===== src/rtl/fifo_stream_reader.sv =====
// Read-side controller: drains a synchronous FIFO into a valid/ready stream through a small skid buffer.
// Optional burst marking (m_last) is built when READER_LAST_EN is defined.
module fifo_stream_reader #(
  parameter int DATA_W    = 32,
  parameter int BUF_DEPTH = 2,
  parameter int CNT_W     = 16,
  parameter int BURST_LEN = 8
) (
  input  logic              clk,
  input  logic              rst,
  input  logic              en,
  input  logic              flush,
  output logic              fifo_r_en,
  input  logic [DATA_W-1:0] fifo_data,
  input  logic              fifo_empty,
  output logic              m_valid,
  input  logic              m_ready,
  output logic [DATA_W-1:0] m_data,
`ifdef READER_LAST_EN
  output logic              m_last,
`endif
  output logic [CNT_W-1:0]  word_cnt,
  output logic              idle
);

  localparam int PTR_W = (BUF_DEPTH > 2) ? $clog2(BUF_DEPTH) : 1;
  localparam int OCC_W = $clog2(BUF_DEPTH + 1);
  localparam logic [OCC_W:0]   DEPTH_C = (OCC_W+1)'(BUF_DEPTH);
  localparam logic [PTR_W-1:0] LAST_P  = PTR_W'(BUF_DEPTH - 1);

  generate
    if (BUF_DEPTH < 2 || BURST_LEN < 1) begin : g_bad_cfg
      $error("fifo_stream_reader: BUF_DEPTH must be >= 2 and BURST_LEN >= 1");
    end
  endgenerate

  logic [DATA_W-1:0] mem [BUF_DEPTH];
  logic [PTR_W-1:0]  wr_ptr, rd_ptr;
  logic [OCC_W-1:0]  occ;
  logic              rd_pend;
  logic              pop;
  logic [OCC_W:0]    fill_after;

  function automatic logic [PTR_W-1:0] ptr_inc(input logic [PTR_W-1:0] p);
    return (p == LAST_P) ? '0 : p + 1'b1;
  endfunction

  assign pop = m_valid & m_ready;

  // Words already committed (buffered + in flight) once this cycle's pop retires;
  // a new read is only issued if it is guaranteed a free slot.
  assign fill_after = (OCC_W+1)'(occ) + (OCC_W+1)'(rd_pend) - (OCC_W+1)'(pop);
  assign fifo_r_en  = en & ~flush & ~rst & ~fifo_empty & (fill_after < DEPTH_C);

  assign m_valid = (occ != '0);
  assign m_data  = mem[rd_ptr];
  assign idle    = (occ == '0) & ~rd_pend & fifo_empty;

  always_ff @(posedge clk) begin
    if (rst) begin
      wr_ptr   <= '0;
      rd_ptr   <= '0;
      occ      <= '0;
      rd_pend  <= 1'b0;
      word_cnt <= '0;
      for (int i = 0; i < BUF_DEPTH; i++) mem[i] <= '0;
    end else begin
      if (pop) word_cnt <= word_cnt + 1'b1;
      if (flush) begin
        // A word landing from last cycle's read is dropped along with the buffer.
        wr_ptr  <= '0;
        rd_ptr  <= '0;
        occ     <= '0;
        rd_pend <= 1'b0;
      end else begin
        rd_pend <= fifo_r_en;
        if (rd_pend) begin
          mem[wr_ptr] <= fifo_data;
          wr_ptr      <= ptr_inc(wr_ptr);
        end
        if (pop) rd_ptr <= ptr_inc(rd_ptr);
        occ <= fill_after[OCC_W-1:0];
      end
    end
  end

`ifdef READER_LAST_EN
  localparam int POS_W = (BURST_LEN > 1) ? $clog2(BURST_LEN) : 1;
  localparam logic [POS_W-1:0] LAST_POS = POS_W'(BURST_LEN - 1);

  logic [POS_W-1:0] pos;

  always_ff @(posedge clk) begin
    if (rst || flush) pos <= '0;
    else if (pop)     pos <= (pos == LAST_POS) ? '0 : pos + 1'b1;
  end

  assign m_last = m_valid & (pos == LAST_POS);
`endif

endmodule


===== config.mk =====
export PLATFORM = sky130hd
export DESIGN_NAME = fifo_stream_reader
export DESIGN_NICKNAME = d
export VERILOG_FILES = /design/src/rtl/fifo_stream_reader.sv
export SDC_FILE = /design/constraint.sdc
export NUM_CORES = 1
export LEC_CHECK = 0
export CORE_UTILIZATION = 39
export DETAILED_ROUTE_END_ITERATION = 12
export PLACE_DENSITY_LB_ADDON = 0.12
export SKIP_CTS_REPAIR_TIMING = 1
export SLEW_MARGIN = 5
export SYNTH_ARGS = -nofsm -noshare
export SYNTH_HDL_FRONTEND = slang
export SYNTH_SLANG_ARGS = --single-unit

===== constraint.sdc =====
create_clock -name clk -period 6.65 [get_ports clk]
set_clock_uncertainty 0.2 [all_clocks]
set_input_delay 1.33 -clock clk [delete_from_list [all_inputs] [get_ports clk]]
set_output_delay 1.33 -clock clk [all_outputs]
set_load 0.1 [all_outputs]

# Yosys cells after proc, flatten, opt, wreduce, memory -nomap -nowiden
# Memory sizes are Yosys's and may differ from the RTL's. A register that Yosys moved wholly into a read port is not among the register bits.
# Index checks and enable logic that the tools add are counted.
[op_classes]
add_sub_neg = 5
order_cmp = 1
muxes = 13
n_bitwise = 11
n_reduce_logical = 4
[op_table]
columns = ["operator", "count"]
rows = [
  ["$mux W32", 1],
  ["$reduce_or A32 Y1", 1],
  ["$add A16 B1 Y16 const B", 1],
  ["$mux W1", 12],
  ["$and A1 B1 Y1", 7],
  ["$not A1 Y1", 4],
  ["$add A2 B1 Y3", 1],
  ["$lt A3 B2 Y1 const B", 1],
  ["$sub A3 B1 Y3", 1],
  ["$add A1 B1 Y1 const B", 2],
  ["$logic_not A2 Y1", 1],
  ["$reduce_bool A2 Y1", 1],
  ["$reduce_or A2 Y1", 1],
]
[word_totals]
word_cells = 40
regBits = 21
ram_bits = 64
memories = 1
[mem_list]
columns = ["memory", "depth", "word_bits", "rd", "rd_ports_with_merged_regs", "write_ports", "line", "source"]
rows = [
  ["mem", 2, 32, 1, 1, 2, "37", "logic [DATA_W-1:0] mem [BUF_DEPTH];"],
]

# Depth between registers and ports, before layout
[logic_depth]
depth_word = 6
mapped_depth = 9
mapped_depth_nobuf = 9

# Worst setup path after synthesis
# No wires, ideal clock.
[synth_timing]
path_type = "input to output"
start = "input port m_ready"
end = "output port fifo_r_en"
t_required_ns = 5.120
n_path_buf = 0
path_stages = 9
t_arrival_ns = 3.942
path_slack_ns = 1.178
cell_sequence = "o21ai_2 > inv_2 > ha_1 > inv_1 > ha_1 > fa_1 > xor2_1 > nand4b_1 > nor2_1"
[synth_via]
elab_chain_cells = 4
[synth_rtl]
columns = ["item", "line", "source"]
rows = [
  ["start: declaration", "17", "input logic m_ready,"],
  ["$and A1 B1 Y1", "48", "assign pop = m_valid & m_ready;"],
  ["named net pop", "41", "logic pop;"],
  ["$sub A3 B1 Y3", "52", "assign fill_after = (OCC_W+1)'(occ) + (OCC_W+1)'(rd_pend) - (OCC_W+1)'(pop);"],
  ["$lt A3 B2 Y1", "53", "assign fifo_r_en = en & ~flush & ~rst & ~fifo_empty & (fill_after < DEPTH_C);"],
  ["$and A1 B1 Y1", "53", ""],
  ["end: declaration", "13", "output logic fifo_r_en,"],
]
# The timed path passes the listed nets, and every way through them passes these cells.

# Final worst setup path
# Ends and elaborated chain as after synthesis.

==> results.yml <==
setup_path:
  critPathMaxStageDelay_ns: 0.47
  r2r_setup_slack_ns: 4.24
  start_kind: "primary input"
  timing.rr.end: "rd_pend"
  slowest_stage: "clkdlybuf4s50_1"
  cp.arrival_ns: 3.70
  critical_path_class: "in2out"
  crit_family: "buffers and inverters"
  rr_worst_depth: 9
  crit_path_max_fanout: 6
  rr_startpoint: "occ[1]"
  cp_common_cell: "ha_1"
  path_buf_inv: 4
  crit_chain: "clkdlybuf4s50_1 > o21ai_2 > inv_2 > ha_1 > inv_1 > ha_1 > fa_1 > xor2_1 > nand4b_1 > nor2_1 > buf_4"
  cp-end-kind: "output pin"
  critPathRequiredTime_ns: 5.12
sta:
  report.final.slew_viol_count: 0
  tightest_slew_ns: 0.998
  fmax_mhz: 191
  fin_ws_ns: 1.42
  max-slew-margin-rel_pct: 33.3
  setup_tns_ns: 0
  holdWs_ns: 0.314
  setup_viol: 0
  period_needed_ns: 5.23
  rsz0062_at_grt: "false"
  min_period_over_period_pct: 78.6
  hold_violations: 0
clock_tree:
  clk_latency_ns: 0.34
  cts_sinks: 86
  cts_buffer_depth: 2
  cts_max_level: 3
  path_clk_slew_ns: 0.07
  cts_tree: "done"
  cts_made_buffers: 9
  cts_root_buf: "clkbuf_8"
logic_synthesis:
  synth_flop_cell: "edfxtp_1"
  netlist_area_mm2: 0.00381
  synth_top_family_by_area: "simple AND/OR/NAND/NOR gates"
  yosysWarnings: 0
  ys_types: 35
  synth.most_common_cell: "and2_1"
  synth_common_cells: "66 x and2_1, 64 x edfxtp_1, 29 x mux2_2"
  yosysTopAreaCellShare_pct: 50.4
  synth-simple-area-share_pct: 19.3
  synth.area.top_cells: "edfxtp_1 50%, dfxtp_1 12%, and2_1 11%"
  synthCells: 285
  synth_nets: 327
  ys_seq_area_share_pct: 62.0
  synth_xor_xnor_area_share_pct: 3.45
  synth_edf_count: 64
  async_reset_ff_share_pct: 0
  synthMuxAreaShare_pct: 9.75
  synth_fa_ha_area_share_pct: 1.51
  yosysTopAreaCell: "edfxtp_1"
  synth_seq_cells: 86
  synth_compound_area_share_pct: 1.71
  syn_area_per_cell_um2: 13.4
detailed_routing:
  vias: 2376
  drcViolationCount: 0
  drtIter0Drc: 31
  drt_wl_total_mm: 7.10
  viasPerCell: 4.68
  drtAntennaViolNets: 0
  firstDrtPassIters: 4
  post_drt_wl_per_cell_um: 14.0
pwr:
  power.leakage_nw: 1.83
  power.density_mw_per_mm2: 216
  vdd_drop_max_mv: 0.119
  p_total_mw: 1.08
cells_and_area:
  multi_input_area_mm2: 0.00136
  final_core_util_pct: 53.4
  nets: 416
  area_growth_pct: 31.1
  antennaDiodeCount: 0
  seq_area_mm2: 0.00236
  drive_above_1_share_pct: 16.1
  fill_cells: 848
status:
  status: "finished, final reports clean"
global_routing:
  grt_overflow: 0
  track_usage_pct: 14.8
  grt_pass1_vias: 2302
  grt_pass1_wl_mm: 11.3
  antenna_found_initial: 0
  grt_start_max_net_pins: 33
floorplan:
  ios: 89
  rows: 35
  fp.dieW_um: 101
  initial_utilization_pct: 40.7
  die_y_um: 101
  fp.dieArea_mm2: 0.0102
  coreArea_mm2: 0.00937
placed_design:
  dp_hpwl_mm: 4.41
  io_buffers: 88
  preCtsSetupSlack_ns: 1.43
  gp_congestion: 0.807
hold_path:
  hold_end: "word_cnt[1]"
  hold_start: "word_cnt[1]"
  whs_path_depth: 2
  holdCritPathClass: "reg2reg"
job:
  cap_violations: 0
## worst reg2reg max path, stage by stage (launching register included)
cell	delay [ns]
dfxtp_1	0.39
o21ai_2	0.37
inv_2	0.13
ha_1	0.29
inv_1	0.04
ha_1	0.18
fa_1	0.37
xor2_1	0.16
nand4b_1	0.13
nor2_1	0.10
## worst max-delay path by stage
stage | from | to | slack [ns] | cells past startpoint
CTS | m_ready | fifo_r_en | 1.42 | 11
finish | m_ready | fifo_r_en | 1.42 | 11
floorplan | m_ready | fifo_r_en | 1.18 | 9
global route | m_ready | fifo_r_en | 1.31 | 11
detailed placement | m_ready | fifo_r_en | 1.43 | 11
global placement | m_ready | fifo_r_en | 1.48 | 11
## per-stage QoR
step	cell area, um^2	instances
6_report	5000	508
5_1_grt	5000	508
4_1_cts	5000	508
3_5_place_dp	4820	492
3_3_place_gp	4820	492
2_1_floorplan	3810	285
## cell type report
| type | instances | share of cell area [%] |
|---|---|---|
| sequential | 86 | 47.3 |
| multi-input combinational | 178 | 27.3 |
| timing repair buffer | 91 | 18.0 |
| tap | 129 | 3.23 |
| clock buffer | 11 | 2.63 |
| clock inverter | 5 | 1.00 |
| inverter | 8 | 0.601 |
## power breakdown
part | total (mW) | internal [mW] | switching [mW]
Clock | 0.347 | 0.171 | 0.176
Sequential | 0.594 | 0.589 | 0.00433
Combinational | 0.140 | 0.0439 | 0.0958
## cells in the final DEF (no fill, tap or decap), types with 2 or more instances in the layout
cell type / count
clkdlybuf4s50_1: 87
and2_1: 66
edfxtp_1: 64
mux2_2: 29
dfxtp_1: 21
nor2_1: 17
xnor2_1: 10
clkbuf_8: 9
nor3_1: 7
inv_1: 6
nand2_1: 6
xor2_1: 5
nand4_1: 5
mux2_1: 4
nand3_1: 4
buf_4: 4
or2_2: 3
ha_1: 3
inv_2: 2
nor4_4: 2
a21oi_1: 2
nor4_2: 2
clkinv_1: 2
clkbuf_1: 2
## flip-flops by register name, summed over array words and instances (netlist names), named ones only
| register | count |
|---|---|
| word_cnt | 16 |
| rd_pend | 1 |
| rd_ptr | 1 |
| wr_ptr | 1 |
| mem | 64 |
| occ | 2 |
## layer usage
metal,part of all wire [%],global-route usage (%)
met5,0,0
met4,1.5,6.35
met3,4.8,3.47
met2,47,24.1
met1,47,18.9
## kinds of logic after synthesis
group,count (synthesis)
and+or+nand+nor,119
DFF,86
muxes,33
buffers and inverters,21
xor gates and xnor gates,15
AOI/OAI and AO/OA,7
adders and majority gates,4
Note: power is estimated with default switching activity, not from simulation.
